===== config.mk =====
export PLATFORM = sky130hd
export DESIGN_NAME = button_input_controller_flat
export DESIGN_NICKNAME = d
export VERILOG_FILES = /design/src/rtl/button_input_controller_pkg.sv /design/src/rtl/button_input_controller_if.sv /design/src/rtl/button_input_controller_btn_debouncer.sv /design/src/rtl/button_input_controller.sv /design/src/flat_wrapper.sv
export SDC_FILE = /design/constraint.sdc
export NUM_CORES = 1
export LEC_CHECK = 0
export CELL_PAD_IN_SITES_DETAIL_PLACEMENT = 0
export CELL_PAD_IN_SITES_GLOBAL_PLACEMENT = 1
export CORE_AREA = 4 4 88 110
export CTS_BUF_LIST = sky130_fd_sc_hd__clkbuf_16
export DETAILED_ROUTE_END_ITERATION = 10
export DIE_AREA = 0 0 92 114
export GPL_TIMING_DRIVEN = 0
export PLACE_DENSITY_LB_ADDON = 0.1
export SYNTH_ARGS = -nofsm -noshare
export SYNTH_HDL_FRONTEND = slang
export SYNTH_SLANG_ARGS = --single-unit

===== constraint.sdc =====
create_clock -name clk -period 2.7 [get_ports clk]
set_input_delay 0.675 -clock clk [delete_from_list [all_inputs] [get_ports clk]]
set_output_delay 0.675 -clock clk [all_outputs]
set_load 0.02 [all_outputs]

===== src/rtl/button_input_controller_pkg.sv =====
// -----------------------------------------------------------------------------
// button_input_controller_pkg
// Shared project definitions for the button input controller:
//   - default debounce / timeout lengths
//   - button vector and key code widths
//   - controller FSM state encoding
//   - lowest_index(): priority encoder used to pick one of several
//     simultaneous presses (lowest bit wins)
// -----------------------------------------------------------------------------
package button_input_controller_pkg;

    localparam int DEFAULT_DEBOUNCE_CYCLES = 16;
    localparam int DEFAULT_TIMEOUT_CYCLES  = 1024;

    localparam int NUM_BTN = 8;
    localparam int KEY_W   = 3;

    typedef enum logic [1:0] {
        IDLE = 2'd0,
        REQ  = 2'd1,
        GAP  = 2'd2
    } state_t;

    // Index of the lowest set bit; 0 when the vector is empty.
    function automatic logic [KEY_W-1:0] lowest_index(input logic [NUM_BTN-1:0] vec);
        logic [KEY_W-1:0] idx;
        idx = '0;
        for (int i = NUM_BTN - 1; i >= 0; i--) begin
            if (vec[i]) begin
                idx = KEY_W'(i);
            end
        end
        return idx;
    endfunction

endpackage


===== src/rtl/button_input_controller_if.sv =====
// -----------------------------------------------------------------------------
// button_input_controller_if
// Bundles the button inputs, the LED sequencer handshake and the key report
// outputs of the button input controller.
//   btn         raw push-buttons (active-high, asynchronous, bouncing)
//   led_end     completion pulse from the LED output sequencer
//   led_on      level request to the LED output sequencer
//   key_valid   one-cycle pulse on an accepted press
//   key_code    index of the accepted button, held until the next press
//   busy        high from acceptance until return to idle
//   timeout_err sticky: the last request ended by timeout
// Modports: master = the controller, slave = buttons / LED sequencer side.
// -----------------------------------------------------------------------------
interface button_input_controller_if;
    import button_input_controller_pkg::*;

    logic [NUM_BTN-1:0] btn;
    logic               led_end;
    logic               led_on;
    logic               key_valid;
    logic [KEY_W-1:0]   key_code;
    logic               busy;
    logic               timeout_err;

    modport master (
        input  btn,
        input  led_end,
        output led_on,
        output key_valid,
        output key_code,
        output busy,
        output timeout_err
    );

    modport slave (
        output btn,
        output led_end,
        input  led_on,
        input  key_valid,
        input  key_code,
        input  busy,
        input  timeout_err
    );

endinterface


===== src/rtl/button_input_controller_btn_debouncer.sv =====
// -----------------------------------------------------------------------------
// btn_debouncer
// Synchronizes, debounces and edge-detects the raw button vector.
//   clk        system clock
//   reset      asynchronous, active-high
//   btn        raw buttons (asynchronous, bouncing)
//   debounced  debounced button vector
//   rise       one-cycle pulse per bit on a debounced 0->1 transition
// One counter is shared by all bits: any change of the synchronized vector
// restarts it, so the whole vector must be stable for DEBOUNCE_CYCLES cycles
// before the debounced vector follows.
// -----------------------------------------------------------------------------
module btn_debouncer
    import button_input_controller_pkg::*;
#(
    parameter int DEBOUNCE_CYCLES = DEFAULT_DEBOUNCE_CYCLES
) (
    input  logic               clk,
    input  logic               reset,
    input  logic [NUM_BTN-1:0] btn,
    output logic [NUM_BTN-1:0] debounced,
    output logic [NUM_BTN-1:0] rise
);

    localparam int               CNT_W    = $clog2(DEBOUNCE_CYCLES + 1);
    localparam logic [CNT_W-1:0] CNT_DONE = CNT_W'(DEBOUNCE_CYCLES);
    localparam logic [CNT_W-1:0] CNT_LAST = CNT_W'(DEBOUNCE_CYCLES - 1);

    logic [NUM_BTN-1:0] sync1_reg;
    logic [NUM_BTN-1:0] sync2_reg;
    logic [NUM_BTN-1:0] cand_reg;
    logic [NUM_BTN-1:0] deb_reg;
    logic [NUM_BTN-1:0] deb_prev_reg;
    logic [CNT_W-1:0]   cnt_reg;

    always_ff @(posedge clk or posedge reset) begin
        if (reset) begin
            sync1_reg    <= '0;
            sync2_reg    <= '0;
            cand_reg     <= '0;
            deb_reg      <= '0;
            deb_prev_reg <= '0;
            cnt_reg      <= '0;
        end else begin
            sync1_reg    <= btn;
            sync2_reg    <= sync1_reg;
            deb_prev_reg <= deb_reg;
            if (sync2_reg != cand_reg) begin
                // The cycle that just showed the new value is already its
                // first stable cycle, so the restarted count begins at 1.
                cand_reg <= sync2_reg;
                cnt_reg  <= CNT_W'(1);
            end else if (cnt_reg != CNT_DONE) begin
                // Saturates at CNT_DONE; never wraps.
                cnt_reg <= cnt_reg + 1'b1;
                if (cnt_reg == CNT_LAST) begin
                    deb_reg <= cand_reg;
                end
            end
        end
    end

    assign debounced = deb_reg;

    genvar gi;
    generate
        for (gi = 0; gi < NUM_BTN; gi++) begin : g_rise
            assign rise[gi] = deb_reg[gi] & ~deb_prev_reg[gi];
        end
    endgenerate

endmodule


===== src/rtl/button_input_controller.sv =====
// -----------------------------------------------------------------------------
// button_input_controller
// Accepts debounced button presses and turns each one into a single request
// to the LED output sequencer.
//   clk    system clock
//   reset  asynchronous, active-high
//   bus    button_input_controller_if.master (btn, led_end in;
//          led_on, key_valid, key_code, busy, timeout_err out)
// FSM: IDLE -> REQ on a press; REQ -> GAP on led_end or timeout;
// GAP -> IDLE after one cycle so led_on always has a low phase between
// requests. Presses seen outside IDLE are dropped.
// -----------------------------------------------------------------------------
module button_input_controller
    import button_input_controller_pkg::*;
#(
    parameter int DEBOUNCE_CYCLES = DEFAULT_DEBOUNCE_CYCLES,
    parameter int TIMEOUT_CYCLES  = DEFAULT_TIMEOUT_CYCLES
) (
    input  logic                      clk,
    input  logic                      reset,
    button_input_controller_if.master bus
);

    localparam int               TMR_W    = $clog2(TIMEOUT_CYCLES + 1);
    localparam logic [TMR_W-1:0] TMR_FULL = TMR_W'(TIMEOUT_CYCLES);
    localparam logic [TMR_W-1:0] TMR_LAST = TMR_W'(TIMEOUT_CYCLES - 1);

    logic [NUM_BTN-1:0] debounced;
    logic [NUM_BTN-1:0] rise;
    logic [NUM_BTN-1:0] press_vec;

    state_t           state_reg, state_next;
    logic [TMR_W-1:0] timer_reg, timer_next;
    logic             key_valid_reg, key_valid_next;
    logic [KEY_W-1:0] key_code_reg, key_code_next;
    logic             timeout_err_reg, timeout_err_next;
    logic             led_on;
    logic             busy;

    btn_debouncer #(
        .DEBOUNCE_CYCLES(DEBOUNCE_CYCLES)
    ) u_debouncer (
        .clk       (clk),
        .reset     (reset),
        .btn       (bus.btn),
        .debounced (debounced),
        .rise      (rise)
    );

    // Only bits that are debounced high right now count as presses.
    assign press_vec = rise & debounced;

    always_ff @(posedge clk or posedge reset) begin
        if (reset) begin
            state_reg       <= IDLE;
            timer_reg       <= '0;
            key_valid_reg   <= 1'b0;
            key_code_reg    <= '0;
            timeout_err_reg <= 1'b0;
        end else begin
            state_reg       <= state_next;
            timer_reg       <= timer_next;
            key_valid_reg   <= key_valid_next;
            key_code_reg    <= key_code_next;
            timeout_err_reg <= timeout_err_next;
        end
    end

    always_comb begin
        state_next       = state_reg;
        timer_next       = '0;
        key_valid_next   = 1'b0;
        key_code_next    = key_code_reg;
        timeout_err_next = timeout_err_reg;
        led_on           = 1'b0;
        busy             = 1'b0;

        case (state_reg)
            IDLE: begin
                if (|press_vec) begin
                    key_valid_next   = 1'b1;
                    key_code_next    = lowest_index(press_vec);
                    timeout_err_next = 1'b0;
                    state_next       = REQ;
                end
            end
            REQ: begin
                led_on     = 1'b1;
                busy       = 1'b1;
                timer_next = (timer_reg == TMR_FULL) ? timer_reg : timer_reg + 1'b1;
                // led_end is checked first so it wins over a coinciding timeout.
                if (bus.led_end) begin
                    state_next = GAP;
                end else if (timer_reg >= TMR_LAST) begin
                    timeout_err_next = 1'b1;
                    state_next       = GAP;
                end
            end
            GAP: begin
                busy       = 1'b1;
                state_next = IDLE;
            end
            default: begin
                state_next = IDLE;
            end
        endcase
    end

    assign bus.led_on      = led_on;
    assign bus.busy        = busy;
    assign bus.key_valid   = key_valid_reg;
    assign bus.key_code    = key_code_reg;
    assign bus.timeout_err = timeout_err_reg;

endmodule


===== src/flat_wrapper.sv =====
// flat-port wrapper written by rule: the top's interface ports become plain ports
module button_input_controller_flat import button_input_controller_pkg::*;
#(
    parameter int DEBOUNCE_CYCLES = DEFAULT_DEBOUNCE_CYCLES,
    parameter int TIMEOUT_CYCLES  = DEFAULT_TIMEOUT_CYCLES
)
  (clk, reset, bus_btn, bus_led_end, bus_led_on, bus_key_valid, bus_key_code, bus_busy, bus_timeout_err);
  button_input_controller_if bus_i ();
  input  logic clk;
  input  logic reset;
  input wire logic [$bits(bus_i.btn)-1:0] bus_btn;
  input wire logic [$bits(bus_i.led_end)-1:0] bus_led_end;
  output wire logic [$bits(bus_i.led_on)-1:0] bus_led_on;
  output wire logic [$bits(bus_i.key_valid)-1:0] bus_key_valid;
  output wire logic [$bits(bus_i.key_code)-1:0] bus_key_code;
  output wire logic [$bits(bus_i.busy)-1:0] bus_busy;
  output wire logic [$bits(bus_i.timeout_err)-1:0] bus_timeout_err;
  assign bus_i.btn = bus_btn;
  assign bus_i.led_end = bus_led_end;
  assign bus_led_on = bus_i.led_on;
  assign bus_key_valid = bus_i.key_valid;
  assign bus_key_code = bus_i.key_code;
  assign bus_busy = bus_i.busy;
  assign bus_timeout_err = bus_i.timeout_err;
  button_input_controller #(.DEBOUNCE_CYCLES(DEBOUNCE_CYCLES), .TIMEOUT_CYCLES(TIMEOUT_CYCLES)) u_core (.clk(clk), .reset(reset), .bus(bus_i));
endmodule

; Word level (Yosys, flattened, before mapping)
; Index checks and enable logic that the tools add are counted.
; W data, S select, Z words.
[word_totals]
in_bits = 11
reg_bits = 63
output_inout_bits = 7
[classes]
reduce_logical = 9
bitwise = 18
add_sub_neg = 2
muxes = 24
n_eq_ne = 11
n_lt_le_gt_ge = 1
[ops]
columns = cell, count
row1 = $mux W3, 8
row2 = $mux W11, 2
row3 = $add A11 B1 Y11 const B, 1
row4 = $eq A11 B11 Y1 const B, 1
row5 = $ge A11 B10 Y1 const B, 1
row6 = $mux W5, 2
row7 = $not A1 Y1, 9
row8 = $and A1 B1 Y1, 8
row9 = $and A8 B8 Y8, 1
row10 = $ne A8 B8 Y1, 1
row11 = $reduce_or A8 Y1, 1
row12 = $mux W1, 7
row13 = $mux W2, 3
row14 = $add A5 B1 Y5 const B, 1
row15 = $eq A5 B4 Y1 const B, 1
row16 = $ne A5 B5 Y1 const B, 1
row17 = $ne A2 B1 Y1 const B, 2
row18 = $ne A2 B2 Y1 const B, 2
row19 = $pmux W2 S2, 1
row20 = $reduce_and A2 Y1, 2
row21 = $reduce_and A4 Y1, 1
row22 = $reduce_bool A2 Y1, 2
row23 = $ne A3 B2 Y1 const B, 1
row24 = $reduce_and A3 Y1, 1
row25 = other kinds (5), 5

; Depth between registers and ports, before layout
; Gate-level depths: netlist of the first run.
[logic_depth]
word_depth = 11
mapped_depth = 6
ltp_nobuf = 6

; By module
; From an unflattened synthesis of the first run, not the netlist that was laid out.
[hier_totals]
hier_cells = 211
area_unflattened_um2 = 2597.5
[by_module_without_submodules]
columns = mod, cells_each, instances, area_each_um2
row1 = btn_debouncer, 102, 1, 1542.7
row2 = button_input_controller, 109, 1, 1054.8

; Worst setup path before layout of the first run
; Ideal clock, no wire load.
[synth_path]
kind = reg-to-reg
startpoint = reg u_core.u_debouncer.cand_reg[3]
endpoint = reg u_core.u_debouncer.deb_reg[0], in the netlist u_core.u_debouncer.debounced[0]
arrival_ns = 1.753
slack_ns = 0.822
period_less_slack_ns = 1.878
t_required_ns = 2.575
path_stages_with_launch = 6
setup_time_ns = 0.125
path_cell_list = dfrtp_1 xor2_1 nor4_1 nand2_1 nor3b_4 mux2_2
[synth_between]
elab_chain_len = 3
[synth_lines]
columns = item, line
row1 = "start, declared", button_input_controller_btn_debouncer.sv:31  ; logic [NUM_BTN-1:0] cand_reg;
row2 = "start signal, assigned", button_input_controller_btn_debouncer.sv:51  ; cand_reg <= sync2_reg;
row3 = $ne A8 B8 Y1, button_input_controller_btn_debouncer.sv:48  ; if (sync2_reg != cand_reg) begin
row4 = $not A1 Y1 (no line), n/a
row5 = $reduce_and A3 Y1 (no line), n/a
row6 = "end signal, assigned", button_input_controller_btn_debouncer.sv:57  ; deb_reg <= cand_reg;
row7 = "end, declared", button_input_controller_btn_debouncer.sv:32  ; logic [NUM_BTN-1:0] deb_reg;
; No other way between the ends.
; A chain may end at the register's enable or synchronous reset.

; Final worst setup path of the first run
[layout_path]
startpoint = reg u_core.state_reg[1]
endpoint = out bus_led_on
[layout_between]
elab_chain_len = 2
[layout_lines]
columns = item, line
row1 = "start, declared", button_input_controller.sv:32  ; state_t state_reg, state_next;
row2 = "start signal, assigned", button_input_controller.sv:61  ; state_reg <= state_next;
row3 = $eq A2 B1 Y1, button_input_controller.sv:78  ; case (state_reg)
row4 = $mux W1, button_input_controller.sv:78
row5 = "end, declared", flat_wrapper.sv:13  ; output wire logic [$bits(bus_i.led_on)-1:0] bus_led_on;
; No other way between the ends.

==> results of run 1 <==
## power by group
part           internal, mW  switching, mW  total [mW]
combinational        0.0238         0.0258      0.0496
clock                 0.687          0.361        1.05
sequential            0.965        0.00955       0.974
total                  1.68          0.397        2.07
## per-layer routing
layer | part of all wire [%] | track usage [%]
met1 | 46 | 11.7
met2 | 49 | 14.8
met3 | 3.3 | 4.22
met4 | 1.6 | 5.35
met5 | 0 | 0
## metrics by stage
step | cell area [um2] | setup slack (ns)
after detailed placement | 2870 | 0.376
after CTS | 3130 | 0.315
after global routing | 3130 | 0.195
after floorplan | 2530 | 0.455
after global placement | 2850 | -0.774
final | 3130 | 0.367
## synth_stat cells, drive strengths merged
library cell	n
mux2i	2
nor3b	1
nor4b	2
and3	1
dfrtp	63
a21boi	2
nand4	6
xor2	11
nand2	10
nor3	3
nor4	4
xnor2	7
ha	8
mux2	10
a211oi	2
and2	9
nand3	6
clkbuf	10
inv	10
and4	1
nor2	6
a21oi	7
o21a	2
or3	2
nor2b	3
o22a	1
a31oi	1
nand2b	8
o21ai	5
## final timing paths
kind,to,slack (ns),cells after the start
setup / recovery,bus_led_on,0.37,3
hold / removal,u_core.u_debouncer.sync2_reg[3],0.34,0
setup reg to reg,u_core.u_debouncer.debounced[6],0.48,5
hold reg to reg,u_core.u_debouncer.sync2_reg[3],0.34,0
max in group asynchronous,u_core.u_debouncer.cand_reg[5],1.36,3
min in group asynchronous,u_core.timer_reg[2],0.74,2
## logic make-up after synthesis
family                     share of synthesized area, %
buffers and inverters                              3.02
DFF                                                62.4
muxes                                              5.25
AOI/OAI and AO/OA                                  4.75
and+or+nand+nor                                    14.4
xor gates and xnor gates                           6.24
adders and majority gates                          3.96
## cell type report
type / count / area [um2]
inverter: 10 / 37.5
clock buffer: 9 / 225
sequential: 63 / 1580
fill: 880 / 5520
multi-input combinational: 120 / 873
buffer: 10 / 38.8
clock inverter: 4 / 41.3
tap: 120 / 150
timing repair buffer: 18 / 190
## critical path: cells and delay by family, from the launching register on
| family | cells | cell delay (ns) |
|---|---|---|
| fa+ha+maj | 1 | 0.25 |
| buf+inv | 2 | 0.72 |
| flops | 1 | 0.37 |
==> run_results.csv, run 1 <==
group,metric,value,unit
power_and_ir_drop,power_density,661,nW/um2
critical_path,slowest_delay,0.63,ns
cells_and_area,layout_common_cells,"63 x dfrtp_1, 17 x clkdlybuf4s50_1, 11 x xor2_1",
floorplanning,die_h,114,um
route,drc,0,
critical_path,cpMaxStageDelayCell,"clkdlybuf4s50_1",
grt,grt.overflow.total,0,
flow_run,maxCapViolations,0,
cells_and_area,n_antenna_cell,0,
logic_synthesis,synth-seq-cells,63,
cells_and_area,final_cells,354,
critical_path,crit_chain,"inv_1 > ha_1 > clkdlybuf4s50_1",
power_and_ir_drop,power,2.07,mW
timing,post-route-period-util,86.4,%
power_and_ir_drop,p_leak,1.41,nW
clocking,clk_path_buf_depth,2,
route,dr.pass1.iters,4,
logic_synthesis,synthCells,203,
route,totalWireLength,4170,um
floorplanning,start_util,29.2,%
route,routedWlPerCell,11.8,um
timing,fin_crit,2.33,ns
logic_synthesis,netlist_top_cells_area,"dfrtp_1 62%, mux2_2 4.5%, ha_1 4.0%",
status,outcome,"complete, no violations",
timing,tightest_slew,0.716,ns
floorplanning,io_pins,18,
cells_and_area,largest_reg_flops,11,
timing,hold_violations,0,
placement,portBuffers,17,
critical_path,crit_type,"reg -> out",
grt,grt_pass1_wl,7780,um
clocking,holdBufCountCts,0,
grt,antenna_found_initial,0,
critical_path,crit_required,2.03,ns
cells_and_area,drive_above_1_share,10.7,%
critical_path,crit_start,"u_core.state_reg[1]",
critical_path,endpoint_kind,"output port",
critical_path,crit_fanout,5,
clocking,htree_levels,3,
logic_synthesis,synth_seq_area_share,62.4,%
clocking,cts_root_buffer,"clkbuf_16",
timing,setup_viol,0,
clocking,cts_resized,0,
timing,clock_skew,0.00726,ns
timing,setup_tns,0,ns
logic_synthesis,synth_cell_type_count,31,
worst_hold_path,hp-start,"u_core.u_debouncer.sync1_reg[3]",
clocking,cts_buffers,9,
critical_path,worstPathArrival,1.66,ns
cells_and_area,syn2layout_area_growth,24.0,%
route,routed_via_density,4.11,
logic_synthesis,yosys_warnings,0,
worst_hold_path,hp-class,"reg -> reg",
power_and_ir_drop,ir_drop,294,uV
clocking,post_cts_buffers,0,
floorplanning,rows,38,
critical_path,regToRegStartpoint,"u_core.u_debouncer.cand_reg[3]",
clocking,path_clk_slew,0.05,ns
clocking,clkSinkCount,63,
timing,slew_headroom,52.1,%
timing,maxSlewViolCount,0,
clocking,insertion_delay,0.32,ns
logic_synthesis,syn_area,2530,um2
cells_and_area,mostFrequentLayoutCell,"dfrtp_1",
timing,rsz0062_at_grt,"no",
timing,hold_slack,0.344,ns
floorplanning,dieWidth,92,um
placement,gp_congestion,0.713,
floorplanning,design.core.area,8650,um2
logic_synthesis,synth.top_cell.area_share,62.4,%
route,drt_iter0_drc,62,
clocking,cts_tree,"built",
timing,timing.fmax,0.429,GHz
logic_synthesis,syn_nets,222,
floorplanning,die_area,10500,um2
cells_and_area,nets,251,
logic_synthesis,yosysTopAreaCell,"dfrtp_1",
grt,grt_pass1_vias,1637,
route,vias,1454,
critical_path,start_kind,"register",
route,drt.antenna.violating_nets,0,
placement,post-dp-hpwl,2880,um
grt,grt_use_total,9.80,%
logic_synthesis,syn_avg_cell_area,12.4,um2
grt,grt_max_degree,38,
cells_and_area,utilization,36.2,%
placement,dp.cells,341,
No activity file was read; power rests on OpenSTA's default activity.
==> run 2: changes to the inputs <==
Settings changed: CORE_AREA 4 4 88 110 to 4 4 73 91, DIE_AREA 0 0 92 114 to 0 0 77 95, MAX_ROUTING_LAYER from default to met4, SKIP_LAST_GASP from default to 1.
==> run 2 against run 1 <==
Combinational power is essentially flat. Sequential share of layout area grew 0.51 points. Die area shrank 30%. Clock-buffer cell count is the same. Setup slack lost 0.019 ns. Critical path depth is the same. Hold slack gained 0.0020 ns. First-iteration DRC count shrank 19%.
==> run_results.csv, run 2 (synthesized netlist as in run 1, its figures left out) <==
group,metric,value,unit
worst_hold_path,worstHoldEndpoint,"u_core.u_debouncer.sync2_reg[6]",
placement,dp.cells,287,
clocking,post_cts_buffers,0,
grt,antenna_found_initial,0,
clocking,clk_path_buf_depth,2,
cells_and_area,nets,251,
critical_path,crit_required,2.03,ns
critical_path,cpMaxStageDelayCell,"clkdlybuf4s50_1",
floorplanning,rows,31,
clocking,cts_root_buffer,"clkbuf_16",
route,drt.antenna.violating_nets,0,
clocking,clkSinkCount,63,
critical_path,r2r_slack,0.47,ns
critical_path,slowest_delay,0.63,ns
status,outcome,"complete, no violations",
power_and_ir_drop,power,2.19,mW
cells_and_area,n_antenna_cell,0,
critical_path,crit_buf_inv,2,
floorplanning,start_util,43.7,%
timing,rsz0062_at_grt,"no",
route,vias,1525,
power_and_ir_drop,ir_drop,381,uV
route,drc,0,
floorplanning,die_area,7320,um2
timing,slew_headroom,52.2,%
power_and_ir_drop,p_leak,1.43,nW
worst_hold_path,hold_path_depth,0,
timing,timing.fmax,0.425,GHz
critical_path,worstPathArrival,1.68,ns
timing,clock_skew,0.00440,ns
clocking,htree_levels,3,
grt,grt_pass1_vias,1590,
cells_and_area,drive_above_1_share,11.9,%
worst_hold_path,hp-class,"reg -> reg",
critical_path,endpoint_kind,"output port",
placement,portBuffers,17,
grt,grt.overflow.total,0,
flow_run,maxCapViolations,0,
route,routedWlPerCell,13.4,um
route,drt_iter0_drc,50,
floorplanning,dieWidth,77,um
placement,post-dp-hpwl,2890,um
power_and_ir_drop,power_density,706,nW/um2
route,routed_via_density,5.05,
timing,hold_violations,0,
route,dr.pass1.iters,4,
worst_hold_path,hp-start,"u_core.u_debouncer.sync1_reg[6]",
grt,grt_max_degree,43,
clocking,holdBufCountCts,0,
timing,fin_crit,2.35,ns
grt,grt_pass1_wl,7230,um
cells_and_area,largest_reg_flops,11,
critical_path,path_delay_family,"buffers and inverters",
critical_path,crit_type,"reg -> out",
critical_path,start_kind,"register",
placement,place_ws,0.446,ns
timing,setup_viol,0,
cells_and_area,final_cells,302,
cells_and_area,utilization,53.7,%
clocking,cts_buffers,9,
clocking,cts_tree,"built",
grt,grt_use_total,13.2,%
timing,maxSlewViolCount,0,
timing,post-route-period-util,87.1,%
clocking,insertion_delay,0.31,ns
cells_and_area,syn2layout_area_growth,22.8,%
route,totalWireLength,4060,um
cells_and_area,layout_common_cells,"63 x dfrtp_1, 17 x clkdlybuf4s50_1, 11 x xor2_1",
critical_path,regToRegStartpoint,"u_core.u_debouncer.cand_reg[5]",
timing,tightest_slew,0.715,ns
critical_path,crit_fanout,5,
floorplanning,design.core.area,5780,um2
clocking,path_clk_slew,0.05,ns
critical_path,crit_chain,"inv_1 > ha_1 > clkdlybuf4s50_1",
floorplanning,io_pins,18,
timing,fin_ws,0.348,ns
placement,gp_congestion,0.771,
cells_and_area,mostFrequentLayoutCell,"dfrtp_1",
clocking,cts_resized,0,
floorplanning,die_h,95,um
critical_path,reg2reg_depth,5,
critical_path,reg2reg_to,"u_core.u_debouncer.debounced[6]",
==> run 2: cell count changes in the layout (fill, tap and decap cells not counted), sizes merged <==
cell and delta:
bufinv +1, clkinv +1
==> run 2: stage by stage <==
stage          setup TNS (ns)  area, um2  hold WS [ns]
2_1_floorplan               0       2530         0.331
4_1_cts                     0       3100         0.348
3_5_place_dp                0       2800         0.336
5_1_grt                     0       3100         0.350
3_3_place_gp           -32.68       2780         0.332
6_report                    0       3100         0.346
==> run 2: report_power, final <==
part	switching (mW)	leakage, nW	internal [mW]
combinational	0.0257	0.454	0.0238
clock	0.375	0.154	0.791
sequential	0.00999	0.820	0.964
total	0.411	1.43	1.78
==> run 2: area by class of cell <==
class,count,area (um2)
inverter,10,37.5
timing repair buffer,18,190
fill,511,2680
clock inverter,6,77.6
sequential,63,1580
tap,66,82.6
multi-input combinational,120,873
buffer,10,38.8
clock buffer,9,225
==> run 2: per-layer routing <==
metal	track usage [%]	routed length [um]
met5	-	0
met1	14.5	1750
met4	8.01	74
met2	21.9	2120
met3	2.96	122
==> run 2: worst max path at each step <==
stage / start / end / slack, ns / depth (start not counted)
after floorplan: reset / u_core.bus.key_code[0] / 0.46 / 1
after global placement: reset / u_core.u_debouncer.sync1_reg[3] / -0.52 / 2
after detailed placement: u_core.u_debouncer.cand_reg[3] / u_core.u_debouncer.debounced[4] / 0.45 / 5
after CTS: u_core.state_reg[1] / bus_led_on / 0.32 / 3
after global routing: u_core.state_reg[1] / bus_led_on / 0.27 / 3
final: u_core.state_reg[1] / bus_led_on / 0.35 / 3
==> run 2: worst register-to-register path, cell delays in order, from the launching register on <==
cell and delay, ns:
dfrtp_1 0.39, xor2_1 0.16, nor4_1 0.44, nand2_1 0.27, nor3b_4 0.46, mux2_2 0.39
